[src/rtl/wheel_speed_meter.sv]
// Wheel-encoder front end: synchronizes and debounces the tick pin, counts rising
// edges over a fixed gate window and publishes a saturated 8-bit speed plus a stall flag.
module wheel_speed_meter #(
    parameter int GATE_CYCLES     = 1000,
    parameter int SYNC_STAGES     = 2,
    parameter int DEBOUNCE_CYCLES = 4,
    parameter int STALL_WINDOWS   = 3
) (
    input  logic       clk,
    input  logic       rst,
    input  logic       enable,
    input  logic       wheel_tick,
    output logic [7:0] wheel_speed,
    output logic       speed_valid,
    output logic       wheel_stalled
);

    localparam int GATE_W = (GATE_CYCLES > 2) ? $clog2(GATE_CYCLES) : 1;
    localparam int DEB_W  = $clog2(DEBOUNCE_CYCLES + 1);
    localparam int ZERO_W = $clog2(STALL_WINDOWS + 1);
    localparam int EDGE_W = 10;

    localparam logic [GATE_W-1:0] GATE_LAST  = GATE_W'(GATE_CYCLES - 1);
    localparam logic [DEB_W-1:0]  DEB_LAST   = DEB_W'(DEBOUNCE_CYCLES - 1);
    localparam logic [ZERO_W-1:0] ZERO_MAX   = ZERO_W'(STALL_WINDOWS);
    localparam logic [ZERO_W-1:0] ZERO_ALARM = ZERO_W'(STALL_WINDOWS - 1);

    typedef enum logic {IDLE, MEASURE} state_t;

    function automatic logic [EDGE_W-1:0] edge_sat_inc(input logic [EDGE_W-1:0] v);
        return (&v) ? v : v + 1'b1;
    endfunction

    function automatic logic [7:0] sat8(input logic [EDGE_W:0] v);
        return (v > (EDGE_W + 1)'(255)) ? 8'hFF : v[7:0];
    endfunction

    logic [SYNC_STAGES-1:0] sync_q, sync_d;
    logic                   deb_level_q, deb_level_d;
    logic [DEB_W-1:0]       deb_cnt_q, deb_cnt_d;
    state_t                 state_q, state_d;
    logic [GATE_W-1:0]      gate_cnt_q, gate_cnt_d;
    logic [EDGE_W-1:0]      edge_cnt_q, edge_cnt_d;
    logic [ZERO_W-1:0]      zero_cnt_q, zero_cnt_d;
    logic [7:0]             speed_q, speed_d;
    logic                   valid_q, valid_d;
    logic                   stalled_q, stalled_d;

    logic                   tick_s;
    logic                   tick_edge;
    logic [EDGE_W:0]        window_total;

    assign tick_s = sync_q[SYNC_STAGES-1];

    // Synchronizer and debouncer run regardless of the measurement state.
    always_comb begin
        sync_d      = {sync_q[SYNC_STAGES-2:0], wheel_tick};
        deb_level_d = deb_level_q;
        deb_cnt_d   = '0;
        tick_edge   = 1'b0;
        if (tick_s != deb_level_q) begin
            if (deb_cnt_q == DEB_LAST) begin
                deb_level_d = tick_s;
                tick_edge   = tick_s;
            end else begin
                deb_cnt_d = deb_cnt_q + 1'b1;
            end
        end
    end

    // An edge on the terminal cycle is folded into the closing window's total.
    assign window_total = {1'b0, edge_cnt_q} + (EDGE_W + 1)'(tick_edge);

    always_comb begin
        state_d    = state_q;
        gate_cnt_d = gate_cnt_q;
        edge_cnt_d = edge_cnt_q;
        zero_cnt_d = zero_cnt_q;
        speed_d    = speed_q;
        valid_d    = 1'b0;
        stalled_d  = stalled_q;
        case (state_q)
            IDLE: begin
                gate_cnt_d = '0;
                edge_cnt_d = '0;
                if (enable) begin
                    state_d = MEASURE;
                end
            end
            MEASURE: begin
                if (!enable) begin
                    state_d    = IDLE;
                    gate_cnt_d = '0;
                    edge_cnt_d = '0;
                end else if (gate_cnt_q == GATE_LAST) begin
                    gate_cnt_d = '0;
                    edge_cnt_d = '0;
                    speed_d    = sat8(window_total);
                    valid_d    = 1'b1;
                    if (window_total == '0) begin
                        if (zero_cnt_q != ZERO_MAX) begin
                            zero_cnt_d = zero_cnt_q + 1'b1;
                        end
                        stalled_d = (zero_cnt_q >= ZERO_ALARM);
                    end else begin
                        zero_cnt_d = '0;
                        stalled_d  = 1'b0;
                    end
                end else begin
                    gate_cnt_d = gate_cnt_q + 1'b1;
                    if (tick_edge) begin
                        edge_cnt_d = edge_sat_inc(edge_cnt_q);
                    end
                end
            end
            default: begin
                state_d    = IDLE;
                gate_cnt_d = '0;
                edge_cnt_d = '0;
            end
        endcase
    end

    always_ff @(posedge clk or posedge rst) begin
        if (rst) begin
            sync_q      <= '0;
            deb_level_q <= 1'b0;
            deb_cnt_q   <= '0;
            state_q     <= IDLE;
            gate_cnt_q  <= '0;
            edge_cnt_q  <= '0;
            zero_cnt_q  <= '0;
            speed_q     <= '0;
            valid_q     <= 1'b0;
            stalled_q   <= 1'b0;
        end else begin
            sync_q      <= sync_d;
            deb_level_q <= deb_level_d;
            deb_cnt_q   <= deb_cnt_d;
            state_q     <= state_d;
            gate_cnt_q  <= gate_cnt_d;
            edge_cnt_q  <= edge_cnt_d;
            zero_cnt_q  <= zero_cnt_d;
            speed_q     <= speed_d;
            valid_q     <= valid_d;
            stalled_q   <= stalled_d;
        end
    end

    assign wheel_speed   = speed_q;
    assign speed_valid   = valid_q;
    assign wheel_stalled = stalled_q;

endmodule
[config.mk]
export PLATFORM = sky130hd
export DESIGN_NAME = wheel_speed_meter
export DESIGN_NICKNAME = d
export VERILOG_FILES = /design/src/rtl/wheel_speed_meter.sv
export SDC_FILE = /design/constraint.sdc
export NUM_CORES = 1
export LEC_CHECK = 0
export CORE_ASPECT_RATIO = 1.1
export CORE_UTILIZATION = 40
export CTS_CLUSTER_SIZE = 30
export DETAILED_ROUTE_END_ITERATION = 10
export DONT_BUFFER_PORTS = 1
export GPL_ROUTABILITY_DRIVEN = 0
export PLACE_DENSITY_LB_ADDON = 0.08
export SYNTH_ARGS = -nofsm -noshare
export SYNTH_HDL_FRONTEND = slang
export SYNTH_SLANG_ARGS = --single-unit
[constraint.sdc]
create_clock -name clk -period 4.3 [get_ports clk]
set_clock_uncertainty 0.1 [all_clocks]
set_input_delay 0.86 -clock clk [delete_from_list [all_inputs] [get_ports clk]]
set_output_delay 0.86 -clock clk [all_outputs]
set_load 0.1 [all_outputs]
==> metrics.md <==
| Metric | Value |
|---|---|
| Hold endpoint | `sync_q[1]` |
| Hold_buf cts | `0` |
| Primary FF master, synth | `dfrtp_1` |
| Crit path max fanout | `6` |
| Crit-path leading delay family | `compound AO/OA/AOI/OAI gates` |
| WL/cell | `14.0 microns` |
| Origin of the critical flop-to-flop path | `deb_cnt_q[0]` |
| I/O pin cnt | `14` |
| Rows | `26` |
| Starting Density | `42.8%` |
| Reg2Reg Capture Point | `zero_cnt_q[1]` |
| CP max stage cell | `dfrtp_1` |
| Met1 wire length | `1.62 mm` |
| Synthesis-stage register bit count | `39` |
| Peak supply drop | `0.000190 V` |
| Placed insts | `244` |
| Most common cell on crit path | `ha_1` |
| Clock Pin Slew Worst Setup and Hold Paths | `0.07 ns` |
| DRC Markers | `0` |
| First-pass GRT wire length | `6.38 mm` |
| Cells after Synth | `197` |
| Die ar. | `0.00540 sq mm` |
| Net Sw Power | `158 uW` |
| Post-layout nets | `206` |
| Core area | `0.00478 sq mm` |
| Internal | `590 uW` |
| FMAX | `363 MHz` |
| Clock network fraction of total power | `41.4%` |
| Detailed-placement wirelength estimate | `2.60 mm` |
| Syn Nets | `208` |
| Hold Crit Start | `sync_q[0]` |
| Max-cap violations | `0` |
| Total track usage | `14.7%` |
| First DRT Iteration DRCs | `47` |
| Status | `complete, no violations` |
| Chip Height | `77.0 microns` |
| CTS tree | `yes` |
| Syn Area/Cell | `10.4 sq um` |
| RSZ-0062 raised after global routing | `no` |
| Die W | `70.2 microns` |
| Worst slew margin | `38.9%` |
| Slew Limit Fails | `0` |
| Buffers and inverters on the worst path | `0` |
| Worst min path class | `flip-flop to flip-flop` |
| Num CTS Buffers | `5` |
| Synthesized cell area | `0.00205 sq mm` |
| CP max stage delay | `0.39 ns` |
| Commonest non-fill, non-tap cell in the layout | `dfrtp_1` |
| Least-Margin Pin Slew | `0.916 ns` |
| CTS H-tree lvls | `2` |
| Sw frac | `21.1%` |
| Cells on worst reg2reg path | `9` |
| Area growth syn-to-layout | `6.79%` |
| Max Used Layer | `met4` |
| Crit end category | `flip-flop` |
| Utilization after layout | `45.7%` |
| Leak Pwr | `0.978 nW` |
| Port bufs | `0` |
| Number of synthesized flops with an enable pin | `0` |
| Combinational share of power | `6.4%` |
| Final Hold Fails | `0` |
| Total setup buffers inserted after CTS | `0` |
| Clock sinks | `39` |
| Clk_lat worst skew | `0.28 ns` |
| Resize count post-CTS | `0` |
| Sequential-to-total area share from yosys stat | `47.7%` |
| Reg2Reg Setup Slack | `1.55 ns` |
| Largest net degree at the start of global routing | `40` |
| Crit path kind | `flip-flop to flip-flop` |
| Post-synthesis async set-or-reset flop share | `100%` |
| Remaining Overflow, GRT | `0` |
| CP cell instances | `ha_1 -> and4bb_2 -> ha_1 -> ha_1 -> and3_1 -> a21o_1 -> a211oi_2 -> a41oi_1 -> o22ai_1` |
| PD cells | `343 mW/mm^2` |
| Worst hold stages | `0` |
| Clock root buffer | `clkbuf_8` |
| Fraction of layout cells with a size suffix above 1 | `10.7%` |
| Critical Path Start Type | `flip-flop` |
| Setup Total Neg Slack | `0 ns` |
| Via count | `1,387` |
| WL met2 | `1.75 mm` |
| Sequential Power Share | `52.2%` |
| Final antenna-violating net count | `0` |
| Drt pass-1 iters | `4` |
| Final WL | `3.54 mm` |
| Period utilization | `64.0%` |
| Crit path arrival time | `2.85 ns` |
| Setup violations, final | `0` |
| Most frequent cells in the layout | `dfrtp_1 (39), nor2_1 (29), xnor2_1 (13)` |
| Antenna violations before repair | `0` |
| CP required | `4.40 ns` |
| Final cell count without fillers | `252` |
| Vias in the first global route | `1,385` |
| Period minus WS final | `2.75 ns` |
| Met3 WL | `126 microns` |
| Ys Warns | `0` |
| Placed cell area | `0.00207 sq mm` |
| Via density | `5.50` |
| ANT cells | `0` |
| Clk buf depth | `2` |
| Design Area, Final | `0.00218 sq mm` |
| Synth unique cells | `49` |
[Yosys cell counts (2+ instances only)]
| library cell | number | share of area, % |
|---|---|---|
| and3_1 | 5 | 1.5 |
| dfrtp_1 | 39 | 48 |
| nand3_1 | 9 | 2.2 |
| nor2_1 | 29 | 5.3 |
| xor2_1 | 10 | 4.3 |
| o21ai_0 | 4 | 0.98 |
| nor3_1 | 4 | 0.98 |
| inv_1 | 7 | 1.3 |
| ha_1 | 7 | 4.3 |
| nand4_1 | 4 | 1.2 |
| nor3b_1 | 2 | 0.73 |
| buf_2 | 6 | 1.5 |
| a21oi_1 | 9 | 2.2 |
| mux2i_1 | 2 | 0.98 |
| nor2b_1 | 2 | 0.61 |
| a41oi_1 | 2 | 0.86 |
| and4_1 | 2 | 0.86 |
| or3_1 | 3 | 0.92 |
| xnor2_1 | 13 | 5.6 |
| nand2_1 | 9 | 1.7 |
[how the worst max path moves through the flow]
stage,from,endpoint,slack (ns),cells past startpoint
6_report,deb_cnt_q[0],zero_cnt_q[1],1.55,9
5_1_grt,deb_cnt_q[0],zero_cnt_q[1],1.35,9
4_1_cts,deb_cnt_q[0],zero_cnt_q[1],1.57,9
3_5_place_dp,deb_cnt_q[0],zero_cnt_q[1],1.58,9
3_3_place_gp,deb_cnt_q[0],zero_cnt_q[1],1.67,9
2_1_floorplan,deb_cnt_q[0],zero_cnt_q[1],1.78,9
[final cells by class]
cell class                 instances  area (sq um)
fill                             457          2600
multi-input combinational        141           987
sequential                        39           976
clock buffer                       6          82.6
tap                               56          70.1
clock inverter                     2          35.0
inverter                           7          26.3
timing repair buffer               1          7.51
[registers in the layout (all words and copies together), names as in the netlist]
name           cells
wheel_stalled      1
sync_q             2
gate_cnt_q        10
deb_level_q        1
speed_valid        1
state_q            1
edge_cnt_q        10
wheel_speed        8
zero_cnt_q         2
deb_cnt_q          3
[layer usage]
metal,vias up,GRT usage (%)
li1,684,-
met1,664,18.5
met2,33,24.1
met3,6,4.34
met4,0,4.80
met5,-,0
[power groups by stage]
stage | registers [mW] | logic [mW] | clock network, mW
finish | 0.391 | 0.0475 | 0.310
global route | 0.392 | 0.0556 | 0.340
global placement | 0.397 | 0.0470 | 0
detailed placement | 0.398 | 0.0496 | 0
CTS | 0.391 | 0.0498 | 0.324
floorplan | 0.395 | 0.0397 | 0
[worst reg2reg max path, stage by stage, from the launching register on]
cell and delay, ns:
dfrtp_1 0.39, ha_1 0.22, and4bb_2 0.26, ha_1 0.21, ha_1 0.25, and3_1 0.28, a21o_1 0.25, a211oi_2 0.33
a41oi_1 0.19, o22ai_1 0.20
[per-stage QoR]
stage | power, mW | hold slack (ns) | worst slack, ns
after detailed placement | 0.448 | 0.236 | 1.58
final | 0.748 | 0.251 | 1.55
after global routing | 0.788 | 0.264 | 1.35
after global placement | 0.444 | 0.239 | 1.67
after CTS | 0.765 | 0.253 | 1.57
after floorplan | 0.435 | 0.231 | 1.78
[cells by family after synthesis]
logic type | after synthesis | synth area share, %
compound gates | 28 | 10.5
xor+xnor | 23 | 9.85
fa+ha+maj | 7 | 4.28
buf+inv | 17 | 4.04
flops | 39 | 47.7
mux | 3 | 1.53
simple gates | 80 | 22.1
No activity file was read; power rests on OpenSTA's default activity.
